===== src/rtl/collision_map_writer_if.sv =====
// Request/write-port bundle for collision_map_writer: rectangle job request in,
// collision-RAM write strobe and job status out.
interface collision_map_writer_if;
  logic        start;
  logic [9:0]  rect_left;
  logic [9:0]  rect_right;
  logic [9:0]  rect_top;
  logic [9:0]  rect_bottom;
  logic [2:0]  fill_value;
  logic        hold;
  logic        wr_en;
  logic [18:0] wr_addr;
  logic [2:0]  wr_data;
  logic        busy;
  logic        done;
  logic        err;

  modport master (
    output start, rect_left, rect_right, rect_top, rect_bottom, fill_value, hold,
    input  wr_en, wr_addr, wr_data, busy, done, err
  );

  modport slave (
    input  start, rect_left, rect_right, rect_top, rect_bottom, fill_value, hold,
    output wr_en, wr_addr, wr_data, busy, done, err
  );
endinterface


===== src/rtl/collision_map_writer.sv =====
// Fills an inclusive rectangle of the collision map with one code, row-major.
// Define BOUNDS_CLIP_EN to clip off-screen rectangles instead of rejecting them.
module collision_map_writer #(
  parameter int H_RES = 640,
  parameter int V_RES = 480
) (
  input  logic                   vga_clk,
  input  logic                   Reset,
  collision_map_writer_if.slave  bus
);

  localparam logic [1:0] IDLE   = 2'd0;
  localparam logic [1:0] CHECK  = 2'd1;
  localparam logic [1:0] FILL   = 2'd2;
  localparam logic [1:0] FINISH = 2'd3;

  localparam logic [10:0] H_LIM  = 11'(H_RES);
  localparam logic [10:0] V_LIM  = 11'(V_RES);
  localparam logic [18:0] H_STEP = 19'(H_RES);

  logic [1:0]  state_q, state_d;
  logic [9:0]  left_q, left_d, right_q, right_d;
  logic [9:0]  top_q, top_d, bottom_q, bottom_d;
  logic [2:0]  val_q, val_d;
  logic [9:0]  x_q, x_d, y_q, y_d;
  logic [18:0] row_q, row_d;
  logic        reject_q, reject_d;
  logic [18:0] last_addr_q, last_addr_d;
  logic [2:0]  last_data_q, last_data_d;

  logic [9:0]  right_eff, bottom_eff;
  logic        bad;
  logic [18:0] row_init;
  logic [18:0] cur_addr;
  logic        write_w;

  always_comb begin
`ifdef BOUNDS_CLIP_EN
    right_eff  = ({1'b0, right_q}  >= H_LIM) ? 10'(H_RES - 1) : right_q;
    bottom_eff = ({1'b0, bottom_q} >= V_LIM) ? 10'(V_RES - 1) : bottom_q;
    bad = ({1'b0, left_q} >= H_LIM) || ({1'b0, top_q} >= V_LIM) ||
          (left_q > right_eff) || (top_q > bottom_eff);
`else
    right_eff  = right_q;
    bottom_eff = bottom_q;
    bad = ({1'b0, right_q} >= H_LIM) || ({1'b0, bottom_q} >= V_LIM) ||
          (left_q > right_q) || (top_q > bottom_q);
`endif
    // Only multiply once per job; rejected rectangles never use the product.
    row_init = 19'(top_q) * 19'(H_RES);
    cur_addr = row_q + 19'(x_q);
    write_w  = (state_q == FILL) && !bus.hold;
  end

  always_comb begin
    state_d     = state_q;
    left_d      = left_q;
    right_d     = right_q;
    top_d       = top_q;
    bottom_d    = bottom_q;
    val_d       = val_q;
    x_d         = x_q;
    y_d         = y_q;
    row_d       = row_q;
    reject_d    = reject_q;
    last_addr_d = last_addr_q;
    last_data_d = last_data_q;
    case (state_q)
      IDLE: begin
        reject_d = 1'b0;
        if (bus.start) begin
          left_d   = bus.rect_left;
          right_d  = bus.rect_right;
          top_d    = bus.rect_top;
          bottom_d = bus.rect_bottom;
          val_d    = bus.fill_value;
          state_d  = CHECK;
        end
      end
      CHECK: begin
        right_d  = right_eff;
        bottom_d = bottom_eff;
        reject_d = bad;
        x_d      = left_q;
        y_d      = top_q;
        row_d    = row_init;
        state_d  = bad ? FINISH : FILL;
      end
      FILL: begin
        if (write_w) begin
          last_addr_d = cur_addr;
          last_data_d = val_q;
          if (x_q == right_q) begin
            if (y_q == bottom_q) begin
              state_d = FINISH;
            end else begin
              x_d   = left_q;
              y_d   = y_q + 10'd1;
              row_d = row_q + H_STEP;
            end
          end else begin
            x_d = x_q + 10'd1;
          end
        end
      end
      default: state_d = IDLE;
    endcase
  end

  always_ff @(posedge vga_clk) begin
    if (Reset) begin
      state_q     <= IDLE;
      left_q      <= '0;
      right_q     <= '0;
      top_q       <= '0;
      bottom_q    <= '0;
      val_q       <= '0;
      x_q         <= '0;
      y_q         <= '0;
      row_q       <= '0;
      reject_q    <= 1'b0;
      last_addr_q <= '0;
      last_data_q <= '0;
    end else begin
      state_q     <= state_d;
      left_q      <= left_d;
      right_q     <= right_d;
      top_q       <= top_d;
      bottom_q    <= bottom_d;
      val_q       <= val_d;
      x_q         <= x_d;
      y_q         <= y_d;
      row_q       <= row_d;
      reject_q    <= reject_d;
      last_addr_q <= last_addr_d;
      last_data_q <= last_data_d;
    end
  end

  // Write strobe is combinational so a hold stalls the very cycle it appears in.
  assign bus.wr_en   = write_w;
  assign bus.wr_addr = (state_q == FILL) ? cur_addr : last_addr_q;
  assign bus.wr_data = (state_q == FILL) ? val_q : last_data_q;
  assign bus.busy    = (state_q != IDLE);
  assign bus.done    = (state_q == FINISH);
  assign bus.err     = (state_q == FINISH) && reject_q;

endmodule


===== src/flat_wrapper.sv =====
// flat-port wrapper written by rule: the top's interface ports become plain ports
module collision_map_writer_flat 
#(
  parameter int H_RES = 640,
  parameter int V_RES = 480
)
  (vga_clk, Reset, bus_start, bus_rect_left, bus_rect_right, bus_rect_top, bus_rect_bottom, bus_fill_value, bus_hold, bus_wr_en, bus_wr_addr, bus_wr_data, bus_busy, bus_done, bus_err);
  collision_map_writer_if bus_i ();
  input  logic vga_clk;
  input  logic Reset;
  input wire logic [$bits(bus_i.start)-1:0] bus_start;
  input wire logic [$bits(bus_i.rect_left)-1:0] bus_rect_left;
  input wire logic [$bits(bus_i.rect_right)-1:0] bus_rect_right;
  input wire logic [$bits(bus_i.rect_top)-1:0] bus_rect_top;
  input wire logic [$bits(bus_i.rect_bottom)-1:0] bus_rect_bottom;
  input wire logic [$bits(bus_i.fill_value)-1:0] bus_fill_value;
  input wire logic [$bits(bus_i.hold)-1:0] bus_hold;
  output wire logic [$bits(bus_i.wr_en)-1:0] bus_wr_en;
  output wire logic [$bits(bus_i.wr_addr)-1:0] bus_wr_addr;
  output wire logic [$bits(bus_i.wr_data)-1:0] bus_wr_data;
  output wire logic [$bits(bus_i.busy)-1:0] bus_busy;
  output wire logic [$bits(bus_i.done)-1:0] bus_done;
  output wire logic [$bits(bus_i.err)-1:0] bus_err;
  assign bus_i.start = bus_start;
  assign bus_i.rect_left = bus_rect_left;
  assign bus_i.rect_right = bus_rect_right;
  assign bus_i.rect_top = bus_rect_top;
  assign bus_i.rect_bottom = bus_rect_bottom;
  assign bus_i.fill_value = bus_fill_value;
  assign bus_i.hold = bus_hold;
  assign bus_wr_en = bus_i.wr_en;
  assign bus_wr_addr = bus_i.wr_addr;
  assign bus_wr_data = bus_i.wr_data;
  assign bus_busy = bus_i.busy;
  assign bus_done = bus_i.done;
  assign bus_err = bus_i.err;
  collision_map_writer #(.H_RES(H_RES), .V_RES(V_RES)) u_core (.vga_clk(vga_clk), .Reset(Reset), .bus(bus_i));
endmodule

===== config.mk =====
export PLATFORM = sky130hd
export DESIGN_NAME = collision_map_writer_flat
export DESIGN_NICKNAME = d
export VERILOG_FILES = /design/src/rtl/collision_map_writer_if.sv /design/src/rtl/collision_map_writer.sv /design/src/flat_wrapper.sv
export SDC_FILE = /design/constraint.sdc
export NUM_CORES = 1
export LEC_CHECK = 0
export CORE_MARGIN = 2
export CORE_UTILIZATION = 51
export DETAILED_ROUTE_END_ITERATION = 7
export PLACE_DENSITY = 0.81
export SETUP_SLACK_MARGIN = 0.02
export SYNTH_ARGS = -nofsm -noshare
export SYNTH_HDL_FRONTEND = slang
export SYNTH_SLANG_ARGS = --single-unit

===== constraint.sdc =====
create_clock -name vga_clk -period 2.3 [get_ports vga_clk]
set_input_delay 0.69 -clock vga_clk [delete_from_list [all_inputs] [get_ports vga_clk]]
set_output_delay 0.69 -clock vga_clk [all_outputs]
set_load 0.02 [all_outputs]

==> results of run 1 <==
==> area by class of cell <==
class | count | area [µm²]
fill | 863 | 3210
timing repair buffer | 180 | 1690
clock buffer | 11 | 243
inverter | 36 | 135
tap | 147 | 184
multi-input combinational | 606 | 4440
sequential | 100 | 2020
clock inverter | 5 | 36.3
==> sequential cells by signal (all words and copies together), names as in the netlist, 10 cells and up <==
register / cells
u_core.last_addr_q: 19
u_core.y_q: 10
u_core.right_eff: 10
u_core.x_q: 10
u_core.top_q: 10
u_core.left_q: 10
u_core.bottom_eff: 10
u_core.row_q: 12
==> worst paths after layout <==
kind,from,to,slack [ns]
hold / removal,u_core.last_addr_q[5],u_core.last_addr_q[5],0.46
hold reg to reg,u_core.last_addr_q[5],u_core.last_addr_q[5],0.46
setup reg to reg,u_core.top_q[1],u_core.row_q[18],-0.14
setup / recovery,u_core.row_q[8],bus_wr_addr[11],-0.46
==> logic make-up after synthesis <==
family	Yosys count	synth area share [%]
other	1	0.0603
buffers and inverters	86	6.16
AOI/OAI and AO/OA	215	22.0
and+or+nand+nor	283	20.8
DFF	100	32.2
adders and majority gates	48	9.78
xor gates and xnor gates	39	5.49
muxes	20	3.46
==> repair_timing <==
item                       in CTS  in global routing
cloned                          0                  1
setup buffers                  20                  7
pin swaps                      37                 27
setup endpoints to repair      40                 50
gates resized for setup       190                 49
==> placed cells by master (no fill, tap or decap), types with 15 or more instances in the layout <==
cell | Yosys | routed
nand4_1 | 15 | 15
a21oi_1 | 103 | 89
inv_1 | 35 | 33
nand3_1 | 20 | 18
ha_1 | 47 | 35
dfxtp_1 | 100 | 88
xnor2_1 | 21 | 15
buf_6 | 4 | 28
clkdlybuf4s50_1 | 0 | 44
buf_4 | 2 | 90
o21ai_0 | 34 | 28
a211oi_1 | 20 | 18
nand2_1 | 149 | 149
nor2_1 | 48 | 43
==> per-stage QoR <==
stage               hold slack [ns]  area [µm²]
floorplan                     0.434        6400
global placement              0.439        7780
detailed placement            0.446        7780
CTS                           0.458        8480
global route                  0.488        8750
finish                        0.458        8750
==> metal layers <==
layer | vias to the layer above | wire length (µm) | track usage [%]
li1 | 3067 | - | -
met1 | 2961 | 7970 | 36.8
met2 | 285 | 8820 | 43.7
met3 | 48 | 1130 | 4.39
met4 | 0 | 450 | 9.59
met5 | - | 0 | 0
==> power breakdown <==
group          internal (mW)  switching, mW
registers               2.10          0.359
clock network          0.767          0.704
logic                   2.72           3.06
==> critical path: stages, from the launching register on <==
cell and delay [ns]:
dfxtp_2 0.34, ha_4 0.26, a21oi_4 0.21, nor2b_4 0.08, o21ai_4 0.27, buf_6 0.16, xor2_4 0.17, a21oi_4 0.07
buf_6 0.13
==> metrics.md, run 1 <==
| Metric | Value |
|---|---|
| Remaining antenna violation count | `0` |
| Worst slack, placed | `-0.506 ns` |
| Final Cycle Share | `120%` |
| Most instantiated library cell after synthesis | `nand2_1` |
| Setup repair after global routing missed its margin | `true` |
| Top post-synthesis cells by count | `nand2_1, a21oi_1, dfxtp_1` |
| Netlist area before placement | `6220 µm²` |
| Post-Syn Instances | `792` |
| Type of the most critical hold path | `flop to flop` |
| CTS root buf | `clkbuf_16` |
| Drt first-iter violations | `707` |
| Result of the run | `finished, violations left` |
| Leakage | `3.36 nW` |
| Total number of yosys warnings | `0` |
| Global placement routability congestion | `0.936` |
| Proportion of synthesized flip-flops having asynchronous set or reset | `0%` |
| Starting density of the core | `52.0%` |
| Quantity of I/O buffers inserted on ports | `72` |
| Fin Clk Skew | `0.00998 ns` |
| CTS max path bufs | `2` |
| Mean Syn Cell Area | `7.85 µm²` |
| Final Instance Count excl. Fillers | `1,085` |
| Total of max-cap violations | `0` |
| DRC viols | `0` |
| Worst-case headroom to the max-slew limit | `60.2%` |
| Time the worst path needs with I/O delays and setup | `2.76 ns` |
| Wire length of the first global-routing pass | `28,500 µm` |
| Least-Margin Pin Slew | `0.591 ns` |
| Setup violations, final | `13` |
| Routed via count | `6,361` |
| First-pass DRT Iterations | `5` |
| Count of placed standard cells including taps | `1,049` |
| Final critical-path setup slack | `-0.458 ns` |
| Sort of element at the start of the critical path | `flop` |
| Net count of the finished layout | `1,028` |
| Final Hold Viols | `0` |
| Number of nets in the synthesized netlist | `887` |
| I/O Pins | `73` |
| Crit path capture type | `output port` |
| Routed wire per std cell | `16.9 µm` |
| Max Fanout on Critical Path | `3` |
| Overall Power | `9.71 mW` |
| Core Area | `12,000 µm²` |
| Vias in the first global route | `5,879` |
| CTS hold repair buffers | `0` |
| Via density per instance | `5.86` |
| Detail Placement HPWL | `11,400 µm` |
| Worst Path Class, Setup | `flop to output port` |
| Clock tree from TritonCTS | `built` |
| Number of distinct library cells after synthesis | `62` |
| Pin count of the biggest net entering global routing | `93` |
| Synth area leader | `dfxtp_1` |
| Routed WL | `18,400 µm` |
| Number of placement rows | `40` |
| Global Route Usage Sum | `27.1%` |
| Crit path required time | `1.61 ns` |
| Share of post-route cells with drive strength above 1 | `27.6%` |
| Setup TNS | `-4.13 ns` |
| Share of the yosys chip area belonging to registers | `32.2%` |
| Max-slew violation count | `0` |
| Final core utilization | `73.2%` |
| Residual overflow from global routing | `0` |
| Overall die width | `114 µm` |
| Clock-pin slew on the worst setup and hold paths | `0.07 ns` |
| Clock buffer count from CTS | `9` |
| Area growth, synth to finish | `40.7%` |
| Share of the synthesized area in the top cell type | `32.2%` |
| IR drop worst, VDD | `0.583 mV` |
| Clock network latency to the later pin of the worst-skew pair | `0.36 ns` |
| Synth top area cells | `dfxtp_1, ha_1, nand2_1` |
| Critical Path AT | `2.07 ns` |
| P per Cell Area | `1110 nW/µm²` |
| Hold path cells | `2` |
| Failing checks | `negative setup slack` |
| Area enclosed by the die boundary | `13,100 µm²` |
| Initial antenna violation count | `0` |
| Peak Freq | `363 MHz` |
| Reg2reg path depth | `9` |
| Total clock sinks | `100` |
| Floorplan die height | `114 µm` |
| Number of enable flip-flop cells after synthesis | `0` |
| FF+latch count, synth | `100` |
| Main flop type after synthesis | `dfxtp_1` |
| Number of levels in the clock H-tree | `3` |
| Count of inserted antenna diode cells | `0` |
Power figures use the tool's default switching activity.
==> inputs of run 2 (changes only) <==
--- a/config.mk
+++ b/config.mk
@@ -13,3 +13,4 @@
 export SYNTH_ARGS = -nofsm -noshare
 export SYNTH_HDL_FRONTEND = slang
 export SYNTH_SLANG_ARGS = --single-unit
+export TNS_END_PERCENT = 5
==> run 2 against run 1 <==
The run still ends with negative setup slack left. Wire length shrank 12%. Largest power group unchanged. Worst setup slack gained 0.053 ns. First-iteration DRC count shrank 25%. Combinational power shrank 15%. Sequential power is essentially flat. Utilization shrank 5.4 points. Power shrank 8.5%.
==> metrics.md, run 2 (synthesis gave the netlist of run 1 again) <==
| Metric | Value |
|---|---|
| Failing checks | `negative setup slack (unchanged)` |
| Register cell area after layout | `2010 µm² (was 2020 µm²)` |
| Max-slew violation count | `0 (unchanged)` |
| Largest register FFs | `19 (unchanged)` |
| Overall die width | `114 µm (unchanged)` |
| Critical Path AT | `2.01 ns (was 2.07 ns)` |
| Hold Slack | `0.456 ns (was 0.458 ns)` |
| I/O Pins | `73 (unchanged)` |
| Number of buffers and inverters on the critical path | `1 (was 2)` |
| Peak Freq | `370 MHz (was 363 MHz)` |
| Starting density of the core | `52.0% (unchanged)` |
| CTS max path bufs | `2 (unchanged)` |
| Global-route track usage on met3 | `3.81% (was 4.39%)` |
| Total clock sinks | `100 (unchanged)` |
| Crit path largest cell delay | `0.36 ns (was 0.34 ns)` |
| Result of the run | `finished, violations left (unchanged)` |
| Setup TNS | `-3.17 ns (was -4.13 ns)` |
| Crit path capture type | `output port (unchanged)` |
| Crit path required time | `1.61 ns (about the same)` |
| Residual overflow from global routing | `0 (unchanged)` |
| Worst path slowest cell | `dfxtp_4 (was dfxtp_2)` |
| Share of post-route cells with drive strength above 1 | `22.4% (was 27.6%)` |
| Leading cell type in the layout, fill and taps excluded | `nand2_1 (unchanged)` |
| Clock-pin slew on the worst setup and hold paths | `0.07 ns (about the same)` |
| Final core utilization | `67.8% (was 73.2%)` |
| Met2 GRT Util | `38.5% (was 43.7%)` |
| First-pass DRT Iterations | `7 (was 5)` |
| CTS root buf | `clkbuf_16 (unchanged)` |
| Worst-case headroom to the max-slew limit | `56.3% (was 60.2%)` |
| Most flops, register | `u_core.last_addr_q (unchanged)` |
| Initial antenna violation count | `0 (unchanged)` |
| Setup violations, final | `13 (unchanged)` |
| CTS hold repair buffers | `0 (unchanged)` |
| Wire length of the first global-routing pass | `26,500 µm (was 28,500 µm)` |
| Detail Placement HPWL | `11,200 µm (was 11,400 µm)` |
| Vias in the first global route | `5,459 (was 5,879)` |
| Sort of element at the start of the critical path | `flop (unchanged)` |
| Number of levels in the clock H-tree | `3 (unchanged)` |
| Time the worst path needs with I/O delays and setup | `2.70 ns (was 2.76 ns)` |
| Met1 track demand over resource in global routing | `35.3% (was 36.8%)` |
| Routed wire per std cell | `15.3 µm (was 16.9 µm)` |
| Total of max-cap violations | `0 (unchanged)` |
| Type of the most critical hold path | `flop to flop (unchanged)` |
| Drt first-iter violations | `533 (was 707)` |
| Quantity of I/O buffers inserted on ports | `72 (unchanged)` |
| Number of filler cells placed in the layout | `963 (was 863)` |
| Via density per instance | `5.65 (was 5.86)` |
| P per Cell Area | `1100 nW/µm² (was 1110 nW/µm²)` |
| Global placement routability congestion | `0.863 (was 0.936)` |
| Routed WL | `16,200 µm (was 18,400 µm)` |
| Clock tree from TritonCTS | `built (unchanged)` |
| Core Area | `12,000 µm² (unchanged)` |
| Multi-input logic area | `4120 µm² (was 4440 µm²)` |
| Leakage | `3.18 nW (was 3.36 nW)` |
| Floorplan die height | `114 µm (unchanged)` |
| Setup repair after global routing missed its margin | `true (unchanged)` |
| Final Cycle Share | `118% (was 120%)` |
| Final critical-path setup slack | `-0.404 ns (was -0.458 ns)` |
| Clock network latency to the later pin of the worst-skew pair | `0.35 ns (was 0.36 ns)` |
| Pin count of the biggest net entering global routing | `93 (unchanged)` |
| Global Route Usage Sum | `25.0% (was 27.1%)` |
| Final Hold Viols | `0 (unchanged)` |
| Most congested layer reported by global routing | `met2 (unchanged)` |
| Worst Path Class, Setup | `flop to output port (unchanged)` |
| Least-Margin Pin Slew | `0.651 ns (was 0.591 ns)` |
| Number of placement rows | `40 (unchanged)` |
| Cell breakdown of the critical path | `ha_4 -> o21a_1 -> o2111a_2 -> nand3_2 -> xor2_2 -> a21oi_2 -> buf_4 (was ha_4 -> a21oi_4 -> nor2b_4 -> o21ai_4 -> buf_6 -> xor2_4 -> a21oi_4 -> buf_6)` |
| DRC viols | `0 (unchanged)` |
| Highest-count cells in the layout ignoring fill and taps | `nand2_1, dfxtp_1, a21oi_1, buf_4, nor2_1 (was nand2_1, buf_4, a21oi_1, dfxtp_1, clkdlybuf4s50_1)` |
| IR drop worst, VDD | `0.708 mV (was 0.583 mV)` |
| Fin Clk Skew | `0.00629 ns (was 0.00998 ns)` |
| Routed via count | `5,988 (was 6,361)` |
| Max Fanout on Critical Path | `3 (unchanged)` |
| Largest registers | `u_core.last_addr_q: 19 flops, u_core.row_q: 12 flops (unchanged)` |
| Clock buffer count from CTS | `9 (unchanged)` |
| Top cell family by delay on the critical path | `compound AO/OA/AOI/OAI gates (unchanged)` |
| Net count of the finished layout | `1,003 (was 1,028)` |
| Remaining antenna violation count | `0 (unchanged)` |
| Area enclosed by the die boundary | `13,100 µm² (unchanged)` |
| Area growth, synth to finish | `30.4% (was 40.7%)` |
| Count of inserted antenna diode cells | `0 (unchanged)` |
## run 2: changes by cell type in the layout (fill, tap and decap cells not counted), sizes merged
cell / before / now
clkinvlp: 3 / 0
clkdlybuf4s15: 0 / 3
clkbuf: 14 / 11
dlygate4sd2: 2 / 1
bufinv: 0 / 1
clkinv: 2 / 3
buf: 130 / 106
## run 2: repair_timing
item                       4_1_cts  5_1_grt
setup endpoints to repair       31       42
pin swaps                       26       10
buffers inserted                 3        1
resized for setup              132       26
## run 2: tightest hold or removal path: cells and delay by family (launching register included)
kind / cells / cell delay [ns]
simple gates: 1 / 0.05
compound gates: 1 / 0.05
flops: 1 / 0.31
## run 2: stage by stage
| step | std cells | setup WS [ns] | cell area [µm²] | power [mW] |
|---|---|---|---|---|
| 3_3_place_gp | 1040 | -0.476 | 7630 | 7.09 |
| 4_1_cts | 1058 | -0.329 | 8010 | 8.77 |
| 5_1_grt | 1059 | -0.466 | 8110 | 9.44 |
| 6_report | 1059 | -0.404 | 8110 | 8.88 |
| 2_1_floorplan | 792 | -0.0665 | 6290 | 5.57 |
| 3_5_place_dp | 1040 | -0.542 | 7630 | 7.19 |
## run 2: area by class of cell
cell class | count | area share [%]
multi-input combinational | 606 | 50.8
sequential | 100 | 24.8
timing repair buffer | 155 | 16.8
clock buffer | 11 | 2.99
tap | 147 | 2.27
inverter | 36 | 1.67
clock inverter | 4 | 0.602
## run 2: final timing paths
| kind | from | to | slack, ns | cells past startpoint |
|---|---|---|---|---|
| hold reg to reg | u_core.last_data_q[0] | u_core.last_data_q[0] | 0.46 | 2 |
| setup reg to reg | u_core.top_q[2] | u_core.row_q[18] | -0.10 | 8 |
| hold / removal | u_core.last_data_q[0] | u_core.last_data_q[0] | 0.46 | 2 |
| setup / recovery | u_core.x_q[8] | bus_wr_addr[16] | -0.40 | 7 |
## run 2: report_power, final
group	leakage [nW]	internal [mW]	switching [mW]	total, mW
logic	2.22	2.19	2.71	4.90
registers	0.818	2.09	0.358	2.45
clock network	0.146	0.868	0.664	1.53
total	3.18	5.15	3.73	8.88
## run 2: layer usage
metal	share of wire [%]	vias up	wire [µm]
met5	0	-	0
met4	2.5	0	408
met3	5.2	33	846
met2	44	208	7220
met1	48	2748	7750
li1	-	2999	-
==> inputs of run 3 (changes only) <==
--- a/config.mk
+++ b/config.mk
@@ -5,9 +5,11 @@
 export SDC_FILE = /design/constraint.sdc
 export NUM_CORES = 1
 export LEC_CHECK = 0
-export CORE_MARGIN = 2
+export CAP_MARGIN = 20
+export CORE_MARGIN = 10
 export CORE_UTILIZATION = 51
 export DETAILED_ROUTE_END_ITERATION = 7
+export GPL_TIMING_DRIVEN = 0
 export PLACE_DENSITY = 0.81
 export SETUP_SLACK_MARGIN = 0.02
 export SYNTH_ARGS = -nofsm -noshare
==> run 3 against run 2 <==
Wire length increased by 13%. Highest routed layer unchanged. Largest power group unchanged. The run still ends with negative setup slack left. Clock skew barely moved. Largest cell class unchanged. Register-to-register slack barely moved.
==> metrics.md, run 3 (synthesis gave the netlist of run 1 again) <==
| Metric | Value |
|---|---|
| Routed wl met2 | `8100 µm (was 7220 µm)` |
| Detail Placement HPWL | `12,800 µm (was 11,200 µm)` |
| Routed via count | `6,135 (was 5,988)` |
| Count of inserted antenna diode cells | `0 (unchanged)` |
| Remaining antenna violation count | `0 (unchanged)` |
| Hold Slack | `0.452 ns (was 0.456 ns)` |
| Max-slew violation count | `0 (unchanged)` |
| Largest registers | `u_core.last_addr_q: 19 flops, u_core.row_q: 12 flops (unchanged)` |
| Fin Clk Skew | `0.00661 ns (was 0.00629 ns)` |
| Sort of element at the start of the critical path | `flop (unchanged)` |
| Leakage | `2.92 nW (was 3.18 nW)` |
| Crit path capture type | `output port (unchanged)` |
| Met3 routed WL | `1730 µm (was 846 µm)` |
| Worst slack, placed | `-1.13 ns (was -0.542 ns)` |
| Share of post-route cells with drive strength above 1 | `17.6% (was 22.4%)` |
| Critical Path AT | `2.10 ns (was 2.01 ns)` |
| Area enclosed by the die boundary | `17,000 µm² (was 13,100 µm²)` |
| Routed WL | `18,300 µm (was 16,200 µm)` |
| Clock tree from TritonCTS | `built (unchanged)` |
| Failing checks | `negative setup slack (unchanged)` |
| Top Metal Used | `met4 (unchanged)` |
| DRC viols | `0 (unchanged)` |
| Pin count of the biggest net entering global routing | `17 (was 93)` |
| Clock-pin slew on the worst setup and hold paths | `0.07 ns (about the same)` |
| Net count of the finished layout | `975 (was 1,003)` |
| Overall die width | `130 µm (was 114 µm)` |
| Register cell area after layout | `2030 µm² (was 2010 µm²)` |
| Drt first-iter violations | `528 (was 533)` |
| Largest register FFs | `19 (unchanged)` |
| Quantity of I/O buffers inserted on ports | `72 (unchanged)` |
| IR drop worst, VDD | `0.543 mV (was 0.708 mV)` |
| Final Cycle Share | `121% (was 118%)` |
| CTS root buf | `clkbuf_16 (unchanged)` |
| Final Instance Count excl. Fillers | `1,032 (was 1,059)` |
| Global Route Usage Sum | `21.0% (was 25.0%)` |
| Number of placement rows | `40 (unchanged)` |
| Crit path required time | `1.61 ns (about the same)` |
| Core Area | `12,000 µm² (unchanged)` |
| Clock network latency to the later pin of the worst-skew pair | `0.35 ns (about the same)` |
| First-pass DRT Iterations | `5 (was 7)` |
| Vias in the first global route | `5,761 (was 5,459)` |
| Highest-count cells in the layout ignoring fill and taps | `nand2_1, a21oi_1, dfxtp_1, nor2_1, clkdlybuf4s50_1 (was nand2_1, dfxtp_1, a21oi_1, buf_4, nor2_1)` |
| Initial antenna violation count | `0 (unchanged)` |
| Setup repair after global routing missed its margin | `true (unchanged)` |
| Via density per instance | `5.94 (was 5.65)` |
| Type of the most critical hold path | `flop to flop (unchanged)` |
| Most flops, register | `u_core.last_addr_q (unchanged)` |
| Global placement routability congestion | `0.940 (was 0.863)` |
| Multi-input logic area | `4060 µm² (was 4120 µm²)` |
| CTS max path bufs | `2 (unchanged)` |
| Starting density of the core | `52.0% (unchanged)` |
| Setup violations, final | `24 (was 13)` |
| P per Cell Area | `1130 nW/µm² (was 1100 nW/µm²)` |
| I/O Pins | `73 (unchanged)` |
| Number of levels in the clock H-tree | `3 (unchanged)` |
| Leading cell type in the layout, fill and taps excluded | `nand2_1 (unchanged)` |
| Final Hold Viols | `0 (unchanged)` |
| Final critical-path setup slack | `-0.488 ns (was -0.404 ns)` |
| Least-Margin Pin Slew | `0.707 ns (was 0.651 ns)` |
| Number of filler cells placed in the layout | `984 (was 963)` |
| Floorplan die height | `130 µm (was 114 µm)` |
| Register-to-register setup slack | `-0.11 ns (was -0.10 ns)` |
| Worst-case headroom to the max-slew limit | `52.8% (was 56.3%)` |
| Clock buffer count from CTS | `9 (unchanged)` |
| CTS hold repair buffers | `0 (unchanged)` |
| Worst Path Class, Setup | `flop to output port (unchanged)` |
| Peak Freq | `359 MHz (was 370 MHz)` |
| Result of the run | `finished, violations left (unchanged)` |
| Total of max-cap violations | `0 (unchanged)` |
| Routed wire per std cell | `17.7 µm (was 15.3 µm)` |
| Max Fanout on Critical Path | `9 (was 3)` |
| Area growth, synth to finish | `25.4% (was 30.4%)` |
| Count of placed standard cells including taps | `1,011 (was 1,040)` |
| Wire length of the first global-routing pass | `29,000 µm (was 26,500 µm)` |
| Wire length on met1 | `7900 µm (was 7750 µm)` |
| Time the worst path needs with I/O delays and setup | `2.79 ns (was 2.70 ns)` |
| Residual overflow from global routing | `0 (unchanged)` |
| Total clock sinks | `100 (unchanged)` |
run 3: critical path, stage by stage, from the launching register on:
cell and delay (ns):
dfxtp_1 0.50, and3_1 0.30, o2111a_2 0.27, buf_6 0.12
nand3_4 0.08, xor2_2 0.21, a21oi_2 0.14, buf_6 0.13
run 3: final timing paths:
check,from,end,depth (start not counted)
setup reg to reg,u_core.top_q[3],u_core.row_q[18],9
hold / removal,u_core.last_data_q[0],u_core.last_data_q[0],2
setup / recovery,u_core.row_q[11],bus_wr_addr[16],7
hold reg to reg,u_core.last_data_q[0],u_core.last_data_q[0],2
run 3: repair_timing:
| item | CTS | global route |
|---|---|---|
| pin swaps | 12 | 6 |
| buffers inserted | 6 | 1 |
| endpoints found under the setup margin | 31 | 36 |
| gates resized for setup | 174 | 23 |
run 3: layer usage:
| metal | vias to the layer above | global-route usage, % |
|---|---|---|
| li1 | 2946 | - |
| met1 | 2825 | 27.0 |
| met2 | 316 | 33.7 |
| met3 | 48 | 4.35 |
| met4 | 0 | 8.57 |
| met5 | - | 0 |
run 3: power breakdown:
part / leakage [nW] / switching (mW) / total (mW) / internal [mW]
Combinational: 1.95 / 2.74 / 4.74 / 2.00
Clock: 0.144 / 0.702 / 1.51 / 0.803
Sequential: 0.823 / 0.448 / 2.55 / 2.10
run 3: area by class of cell:
cell class              count  share of cell area (%)
clock buffers              12                    3.29
well taps                 147                    2.36
multi-input cells         606                    52.1
repair buffers             79                    9.24
plain buffers              48                    4.80
inverters                  36                    1.73
flip-flops and latches    100                    26.1
clock inverters             4                   0.401
run 3: metrics by stage:
step	util, %	power (mW)	TNS [ns]	cell area [µm²]
2_1_floorplan	-	5.57	-0.390	6290
3_3_place_gp	60.2	6.77	-36.14	7200
3_5_place_dp	60.2	6.86	-36.18	7200
4_1_cts	64.6	8.62	-7.13	7730
5_1_grt	65.2	9.31	-8.47	7800
6_report	65.2	8.79	-7.14	7800
